File: config.mk
export PLATFORM = sky130hd
export DESIGN_NAME = wb_stage_flat
export DESIGN_NICKNAME = d
export VERILOG_FILES = /design/src/rtl/cpu_types_pkg.sv /design/src/rtl/wb_stage_if.sv /design/src/rtl/wb_result_mux.sv /design/src/rtl/wb_stage.sv /design/src/flat_wrapper.sv
export SDC_FILE = /design/constraint.sdc
export NUM_CORES = 1
export LEC_CHECK = 0
export CORE_AREA = 4 4 92 94
export CTS_BUF_LIST = sky130_fd_sc_hd__clkbuf_4
export DETAILED_ROUTE_END_ITERATION = 7
export DIE_AREA = 0 0 96 98
export DONT_BUFFER_PORTS = 1
export PLACE_DENSITY = 0.73
export SLEW_MARGIN = 20
export SYNTH_ARGS = -nofsm -noshare
export SYNTH_HDL_FRONTEND = slang
export SYNTH_SLANG_ARGS = --single-unit
File: constraint.sdc
create_clock -name CLK -period 3.2 [get_ports CLK]
set_input_delay 0.8 -clock CLK [delete_from_list [all_inputs] [get_ports CLK]]
set_output_delay 0.8 -clock CLK [all_outputs]
set_load 0.05 [all_outputs]
File: src/rtl/cpu_types_pkg.sv
// Shared datapath types for the pipeline stages: word and register
// specifier types, the destination-select encoding, and the link register.
package cpu_types_pkg;

    typedef logic [31:0] word_t;
    typedef logic [4:0]  regbits_t;

    // Destination-register select carried down the pipe from decode.
    typedef enum logic [1:0] {
        RD_RT   = 2'b00,
        RD_RD   = 2'b01,
        RD_LINK = 2'b10,
        RD_NONE = 2'b11
    } regdst_t;

    // Register written by jal.
    localparam regbits_t LINK_REG = 5'd31;

    // One-entry record of the last committed register write.
    typedef struct packed {
        logic     valid;
        regbits_t sel;
        word_t    dat;
    } fwd_t;

endpackage

File: src/rtl/wb_stage_if.sv
// MEM/WB latch outputs into the writeback stage, and the stage's outputs
// to the register file, forwarding network and datapath status.
interface wb_stage_if
    import cpu_types_pkg::*;
#(
    parameter int CNT_W = 32
);
    // MEM/WB latch side
    logic    valid_in;
    logic    freeze;
    logic    RegWrite_in;
    regdst_t RegDest_in;
    logic    jal_in;
    logic    lui_in;
    logic    memToReg_in;
    logic    halt_in;
    regbits_t rd_in;
    regbits_t rt_in;
    logic [15:0] imm_in;
    word_t   next_pc_in;
    word_t   dmemload_in;
    word_t   port_out_in;

    // Register file write port
    regbits_t wsel;
    word_t   wdat;
    logic    WEN;

    // Forwarding shadow and status
    logic    fwd_valid;
    regbits_t fwd_sel;
    word_t   fwd_dat;
    logic    halt;
    logic [CNT_W-1:0] retired;

    // Producer of the latch contents / consumer of the stage outputs.
    modport master (
        output valid_in, freeze, RegWrite_in, RegDest_in, jal_in, lui_in,
               memToReg_in, halt_in, rd_in, rt_in, imm_in, next_pc_in,
               dmemload_in, port_out_in,
        input  wsel, wdat, WEN, fwd_valid, fwd_sel, fwd_dat, halt, retired
    );

    // The writeback stage itself.
    modport slave (
        input  valid_in, freeze, RegWrite_in, RegDest_in, jal_in, lui_in,
               memToReg_in, halt_in, rd_in, rt_in, imm_in, next_pc_in,
               dmemload_in, port_out_in,
        output wsel, wdat, WEN, fwd_valid, fwd_sel, fwd_dat, halt, retired
    );

endinterface

File: src/rtl/wb_result_mux.sv
// Combinational result-word and destination-register select for writeback.
// dest_ok is high only when the selected destination is a legal, non-$0
// register, so the caller can gate the write enable with it directly.
module wb_result_mux
    import cpu_types_pkg::*;
#(
    parameter regbits_t LINK_SEL = LINK_REG
) (
    input  logic        jal,
    input  logic        lui,
    input  logic        mem_to_reg,
    input  regdst_t     reg_dest,
    input  regbits_t    rd,
    input  regbits_t    rt,
    input  logic [15:0] imm,
    input  word_t       next_pc,
    input  word_t       dmemload,
    input  word_t       port_out,
    output regbits_t    wsel,
    output word_t       wdat,
    output logic        dest_ok
);

    // Result word, priority jal > lui > load > ALU.
    // NOTE: every output of an always_comb gets a default first, so no path
    // can leave it unassigned and infer a latch.
    always_comb begin
        wdat = port_out;
        if (jal)
            wdat = next_pc;
        else if (lui)
            wdat = {imm, 16'h0000};
        else if (mem_to_reg)
            wdat = dmemload;
    end

    // Destination register; jal overrides the RegDest field.
    always_comb begin
        wsel    = '0;
        dest_ok = 1'b0;
        if (jal) begin
            wsel    = LINK_SEL;
            dest_ok = 1'b1;
        end else begin
            case (reg_dest)
                RD_RT:   begin wsel = rt;       dest_ok = 1'b1; end
                RD_RD:   begin wsel = rd;       dest_ok = 1'b1; end
                RD_LINK: begin wsel = LINK_SEL; dest_ok = 1'b1; end
                default: begin wsel = '0;       dest_ok = 1'b0; end
            endcase
        end
        // $0 is hardwired to zero; never enable a write to it.
        if (wsel == '0)
            dest_ok = 1'b0;
    end

endmodule

File: src/rtl/wb_stage.sv
// Writeback stage: drives the register-file write port from the MEM/WB
// latch, keeps a one-entry shadow of the last committed write for
// forwarding, a sticky halt flag and a retired-instruction counter.
module wb_stage #(
    parameter int                       CNT_W    = 32,
    parameter cpu_types_pkg::regbits_t  LINK_REG = cpu_types_pkg::LINK_REG
) (
    input  logic            CLK,
    input  logic            RST,
    wb_stage_if.slave       wb
);
    import cpu_types_pkg::*;

    logic             commit;
    logic             dest_ok;
    logic             wen;
    regbits_t         mux_sel;
    word_t            mux_dat;
    logic             halt_q;
    logic [CNT_W-1:0] retired_q;
    fwd_t             fwd_q;

    wb_result_mux #(
        .LINK_SEL (LINK_REG)
    ) u_mux (
        .jal        (wb.jal_in),
        .lui        (wb.lui_in),
        .mem_to_reg (wb.memToReg_in),
        .reg_dest   (wb.RegDest_in),
        .rd         (wb.rd_in),
        .rt         (wb.rt_in),
        .imm        (wb.imm_in),
        .next_pc    (wb.next_pc_in),
        .dmemload   (wb.dmemload_in),
        .port_out   (wb.port_out_in),
        .wsel       (mux_sel),
        .wdat       (mux_dat),
        .dest_ok    (dest_ok)
    );

    // A held (frozen) instruction commits only on the first unfrozen cycle;
    // nothing commits once halted. A halt instruction never writes, and
    // reset suppresses the write in the same cycle.
    assign commit = wb.valid_in & ~wb.freeze & ~halt_q;
    assign wen    = ~RST & commit & wb.RegWrite_in & ~wb.halt_in & dest_ok;

    // Halt flag, retired counter and forwarding shadow.
    // NOTE: sequential state uses non-blocking assignments so every register
    // samples pre-edge values regardless of statement order.
    always_ff @(posedge CLK) begin
        if (RST) begin
            halt_q    <= 1'b0;
            retired_q <= '0;
            fwd_q     <= '0;
        end else begin
            if (commit) begin
                retired_q <= retired_q + CNT_W'(1);
                if (wb.halt_in)
                    halt_q <= 1'b1;
            end
            if (wen)
                fwd_q <= '{valid: 1'b1, sel: mux_sel, dat: mux_dat};
        end
    end

    assign wb.wsel      = mux_sel;
    assign wb.wdat      = mux_dat;
    assign wb.WEN       = wen;
    assign wb.fwd_valid = fwd_q.valid;
    assign wb.fwd_sel   = fwd_q.sel;
    assign wb.fwd_dat   = fwd_q.dat;
    assign wb.halt      = halt_q;
    assign wb.retired   = retired_q;

endmodule

File: src/flat_wrapper.sv
// flat-port wrapper written by rule: the top's interface ports become plain ports
module wb_stage_flat import cpu_types_pkg::*;
#(
    parameter int                       CNT_W    = 32,
    parameter cpu_types_pkg::regbits_t  LINK_REG = cpu_types_pkg::LINK_REG
)
  (CLK, RST, wb_valid_in, wb_freeze, wb_RegWrite_in, wb_RegDest_in, wb_jal_in, wb_lui_in, wb_memToReg_in, wb_halt_in, wb_rd_in, wb_rt_in, wb_imm_in, wb_next_pc_in, wb_dmemload_in, wb_port_out_in, wb_wsel, wb_wdat, wb_WEN, wb_fwd_valid, wb_fwd_sel, wb_fwd_dat, wb_halt, wb_retired);
  wb_stage_if #(.CNT_W(CNT_W)) wb_i ();
  input  logic CLK;
  input  logic RST;
  input wire logic [$bits(wb_i.valid_in)-1:0] wb_valid_in;
  input wire logic [$bits(wb_i.freeze)-1:0] wb_freeze;
  input wire logic [$bits(wb_i.RegWrite_in)-1:0] wb_RegWrite_in;
  input wire logic [$bits(wb_i.RegDest_in)-1:0] wb_RegDest_in;
  input wire logic [$bits(wb_i.jal_in)-1:0] wb_jal_in;
  input wire logic [$bits(wb_i.lui_in)-1:0] wb_lui_in;
  input wire logic [$bits(wb_i.memToReg_in)-1:0] wb_memToReg_in;
  input wire logic [$bits(wb_i.halt_in)-1:0] wb_halt_in;
  input wire logic [$bits(wb_i.rd_in)-1:0] wb_rd_in;
  input wire logic [$bits(wb_i.rt_in)-1:0] wb_rt_in;
  input wire logic [$bits(wb_i.imm_in)-1:0] wb_imm_in;
  input wire logic [$bits(wb_i.next_pc_in)-1:0] wb_next_pc_in;
  input wire logic [$bits(wb_i.dmemload_in)-1:0] wb_dmemload_in;
  input wire logic [$bits(wb_i.port_out_in)-1:0] wb_port_out_in;
  output wire logic [$bits(wb_i.wsel)-1:0] wb_wsel;
  output wire logic [$bits(wb_i.wdat)-1:0] wb_wdat;
  output wire logic [$bits(wb_i.WEN)-1:0] wb_WEN;
  output wire logic [$bits(wb_i.fwd_valid)-1:0] wb_fwd_valid;
  output wire logic [$bits(wb_i.fwd_sel)-1:0] wb_fwd_sel;
  output wire logic [$bits(wb_i.fwd_dat)-1:0] wb_fwd_dat;
  output wire logic [$bits(wb_i.halt)-1:0] wb_halt;
  output wire logic [$bits(wb_i.retired)-1:0] wb_retired;
  assign wb_i.valid_in = wb_valid_in;
  assign wb_i.freeze = wb_freeze;
  assign wb_i.RegWrite_in = wb_RegWrite_in;
  assign wb_i.RegDest_in = wb_RegDest_in;
  assign wb_i.jal_in = wb_jal_in;
  assign wb_i.lui_in = wb_lui_in;
  assign wb_i.memToReg_in = wb_memToReg_in;
  assign wb_i.halt_in = wb_halt_in;
  assign wb_i.rd_in = wb_rd_in;
  assign wb_i.rt_in = wb_rt_in;
  assign wb_i.imm_in = wb_imm_in;
  assign wb_i.next_pc_in = wb_next_pc_in;
  assign wb_i.dmemload_in = wb_dmemload_in;
  assign wb_i.port_out_in = wb_port_out_in;
  assign wb_wsel = wb_i.wsel;
  assign wb_wdat = wb_i.wdat;
  assign wb_WEN = wb_i.WEN;
  assign wb_fwd_valid = wb_i.fwd_valid;
  assign wb_fwd_sel = wb_i.fwd_sel;
  assign wb_fwd_dat = wb_i.fwd_dat;
  assign wb_halt = wb_i.halt;
  assign wb_retired = wb_i.retired;
  wb_stage #(.CNT_W(CNT_W), .LINK_REG(LINK_REG)) u_core (.CLK(CLK), .RST(RST), .wb(wb_i));
endmodule
==> flow_metrics.py <==
metrics = {
    "pwr": {
        "seqPwrFrac": 0.476,
        "p_per_area_mw_per_mm2": 436,
        "p_total_uw": 1970,
        "p_int_uw": 1330,
        "p_leak_uw": 0.00173,
        "p_clk_frac": 0.336,
        "combPwrFrac": 0.188,
        "swShare": 0.324,
        "p_sw_uw": 639,
        "peakVddDrop_v": 0.000199,
    },
    "logic_synthesis": {
        "syn_inst": 478,
        "syn-cell-area_sq_mm": 0.00394,
        "synth_compound_area_frac": 0.203,
        "synth_top_area_cell": "dfxtp_1",
        "synthAdderAreaFrac": 0.00318,
        "async_reset_ff_frac": 0,
        "synth_top_family_by_area": "simple AND/OR/NAND/NOR gates",
        "synth_edf_count": 0,
        "synth_fp_nets": 612,
        "synth_mux_area_frac": 0.0957,
        "ys_top_cells_by_area": "dfxtp_1 (36%), mux2i_1 (8.1%), nor2_1 (6.1%)",
        "synth_top_area_frac": 0.361,
        "seq_area_frac_synth": 0.361,
        "synthSimpleGateAreaFrac": 0.212,
        "synth.avg_cell_area_sq_um": 8.23,
        "synth_flop_cell": "dfxtp_1",
        "yosys_warnings": 0,
        "synth-seq-cells": 71,
        "ys_types": 52,
        "synthXorXnorAreaFrac": 0.0490,
    },
    "placement": {
        "gp_congestion": 0.809,
        "hpwl_um": 9550,
        "io_buffers": 0,
        "dp_slack_ns": 0.326,
    },
    "floorplan": {
        "initial_utilization": 0.515,
        "io_pins": 242,
        "die_w_um": 96,
        "core_area_sq_mm": 0.00765,
        "die_h_um": 98,
        "dieArea_sq_mm": 0.00941,
        "fp-row-count": 32,
    },
    "routing": {
        "drtAntennaViolNets": 0,
        "drt-initial-drc-count": 124,
        "vias_per_cell": 6.09,
        "vias": 3795,
        "drt-total-wl_um": 12700,
        "dr.pass1.iters": 4,
        "drc_errors": 0,
        "wl_per_cell_um": 20.4,
    },
    "clocking": {
        "clkSinkCount": 71,
        "insertion_delay_ns": 0.41,
        "cts_resized": 0,
        "postCtsHoldBufs": 0,
        "path_clk_slew_ns": 0.13,
        "cts_buffers": 9,
        "cts_buffer_depth": 2,
        "cts_tree": "done",
        "cts_max_level": 3,
        "postCtsSetupBuffers": 0,
        "cts_root_buf": "clkbuf_4",
    },
    "final_layout": {
        "nNetsFinal": 650,
        "antenna_cells": 0,
        "n_fill_cell": 693,
        "syn2layout_area_growth_pct": 15.0,
        "post-route-util": 0.592,
        "drive_gt1_frac": 0.196,
    },
    "sta": {
        "rsz0062_at_grt": "no",
        "slew_viol_final": 0,
        "timing.slew.headroom": 0.563,
        "setup_viol": 0,
        "fin_ws_ns": 0.314,
        "post-route-period-util": 0.902,
        "fmax_ghz": 0.347,
        "fin_skew_ns": 0.0145,
        "hold_viol_final": 0,
        "final.setup.tns_ns": 0,
        "worst_slew_pin_slew_ns": 0.655,
        "post-route-min-period_ns": 2.89,
    },
    "global_route": {
        "grt_use_met3": 0.109,
        "grt_pass1_vias": 3574,
        "antenna_found_initial": 0,
        "grt_max_degree": 75,
        "grt_usage": 0.261,
        "grt.met1_usage": 0.281,
        "grt_pass1_wl_um": 19200,
        "globalRouteMet2Util": 0.427,
        "grt_most_used_layer": "met2",
        "grt_overflow": 0,
    },
    "critical_path": {
        "cp_slowest_cell": "o32a_1",
        "arrival_ns": 2.09,
        "critPathKind": "in -> out",
        "crit_chain": "or2_1 -> o32a_1 -> nor3_2 -> a21o_1 -> inv_1",
        "cp.required_ns": 2.40,
        "cp-start-kind": "primary input",
        "crit_fanout": 8,
        "endpoint_kind": "primary output",
        "max_stage_delay_ns": 0.33,
    },
    "worst_hold_path": {
        "worst_hold_path_type": "in -> reg",
    },
    "outcome": {
        "status": "finished, final reports clean",
    },
    "flow_run": {
        "drv_cap": 0,
    },
}
through the flow:
step / instances / hold WS, ns / instance area, sq um
6_report: 623 / 0.444 / 4530
5_1_grt: 623 / 0.393 / 4530
4_1_cts: 623 / 0.409 / 4530
3_5_place_dp: 607 / 0.653 / 4360
3_3_place_gp: 607 / 0.644 / 4360
2_1_floorplan: 478 / 0.686 / 3940
logic make-up (layout without fill, tap and decap cells):
group | after synthesis | in the layout
AOI/OAI and AO/OA | 108 | 108
xor gates and xnor gates | 22 | 22
adders and majority gates | 1 | 1
buffers and inverters | 74 | 117
DFF | 71 | 71
muxes | 37 | 37
and+or+nand+nor | 165 | 165
state kept, by name, summed over array words and instances, names as in the netlist:
name / flops
u_core.wb.retired: 32
u_core.wb.fwd_valid: 1
u_core.wb.fwd_dat: 32
u_core.wb.halt: 1
u_core.wb.fwd_sel: 5
synthesized netlist by cell type, drive strengths merged, types with 8 or more instances:
| cell type | number |
|---|---|
| dfxtp | 71 |
| nor2 | 64 |
| inv | 42 |
| a221oi | 33 |
| mux2i | 32 |
| nand2 | 31 |
| a21oi | 22 |
| o21ai | 22 |
| clkbuf | 19 |
| nand3 | 18 |
| o22ai | 15 |
| buf | 13 |
| xor2 | 12 |
| xnor2 | 10 |
| nor4 | 8 |
cell type report:
class	instances	area [sq um]	share of cell area
Inverter	42	158	0.0348
Tap cell	102	128	0.0282
Clock buffer	9	67.6	0.0149
Sequential cell	71	1420	0.314
Timing Repair Buffer	59	443	0.0979
Clock inverter	7	95.1	0.0210
Multi-Input combinational cell	333	2210	0.489
layer usage:
metal	vias to the layer above	share of wire
met2	201	0.50
met3	43	0.11
met5	-	0
met1	1779	0.35
li1	1772	-
met4	0	0.043
worst paths after layout:
| check | end | startpoint | slack [ns] | depth (start not counted) |
|---|---|---|---|---|
| hold / removal | u_core.wb.retired[24] | RST | 0.44 | 1 |
| setup reg to reg | u_core.wb.retired[28] | u_core.wb.retired[12] | 0.80 | 5 |
| hold reg to reg | u_core.wb.retired[1] | u_core.wb.retired[1] | 0.67 | 3 |
| setup / recovery | wb_WEN | wb_RegDest_in[0] | 0.31 | 5 |
power by group through the flow:
| stage | Clock (uW) | Combinational, uW | Sequential (uW) |
|---|---|---|---|
| final | 663 | 371 | 938 |
| after global routing | 723 | 391 | 940 |
| after CTS | 678 | 372 | 939 |
| after detailed placement | 0 | 370 | 958 |
| after global placement | 0 | 363 | 958 |
| after floorplan | 0 | 289 | 965 |
cell usage in the layout, fill, tap and decap left out, types with 3 or more instances in the layout:
cell,instances
a21oi_1,22
a221oi_1,23
a221oi_2,10
and3_1,6
buf_4,59
clkbuf_4,9
dfxtp_1,71
inv_1,41
mux2_2,4
mux2i_1,32
nand2_1,31
nand2b_1,3
nand3_1,18
nand4_1,6
nor2_1,64
nor2b_1,6
nor3_1,4
nor4_1,3
nor4_2,4
o21ai_0,4
o21ai_1,18
o22ai_1,15
or2_2,4
or3_1,4
xnor2_1,10
xor2_1,12
critical path: cells and delay by family:
family          cells  cell delay, ns
compound gates      2            0.56
simple gates        2            0.47
buf+inv             1            0.25
Note: power is estimated with default switching activity, not from simulation.
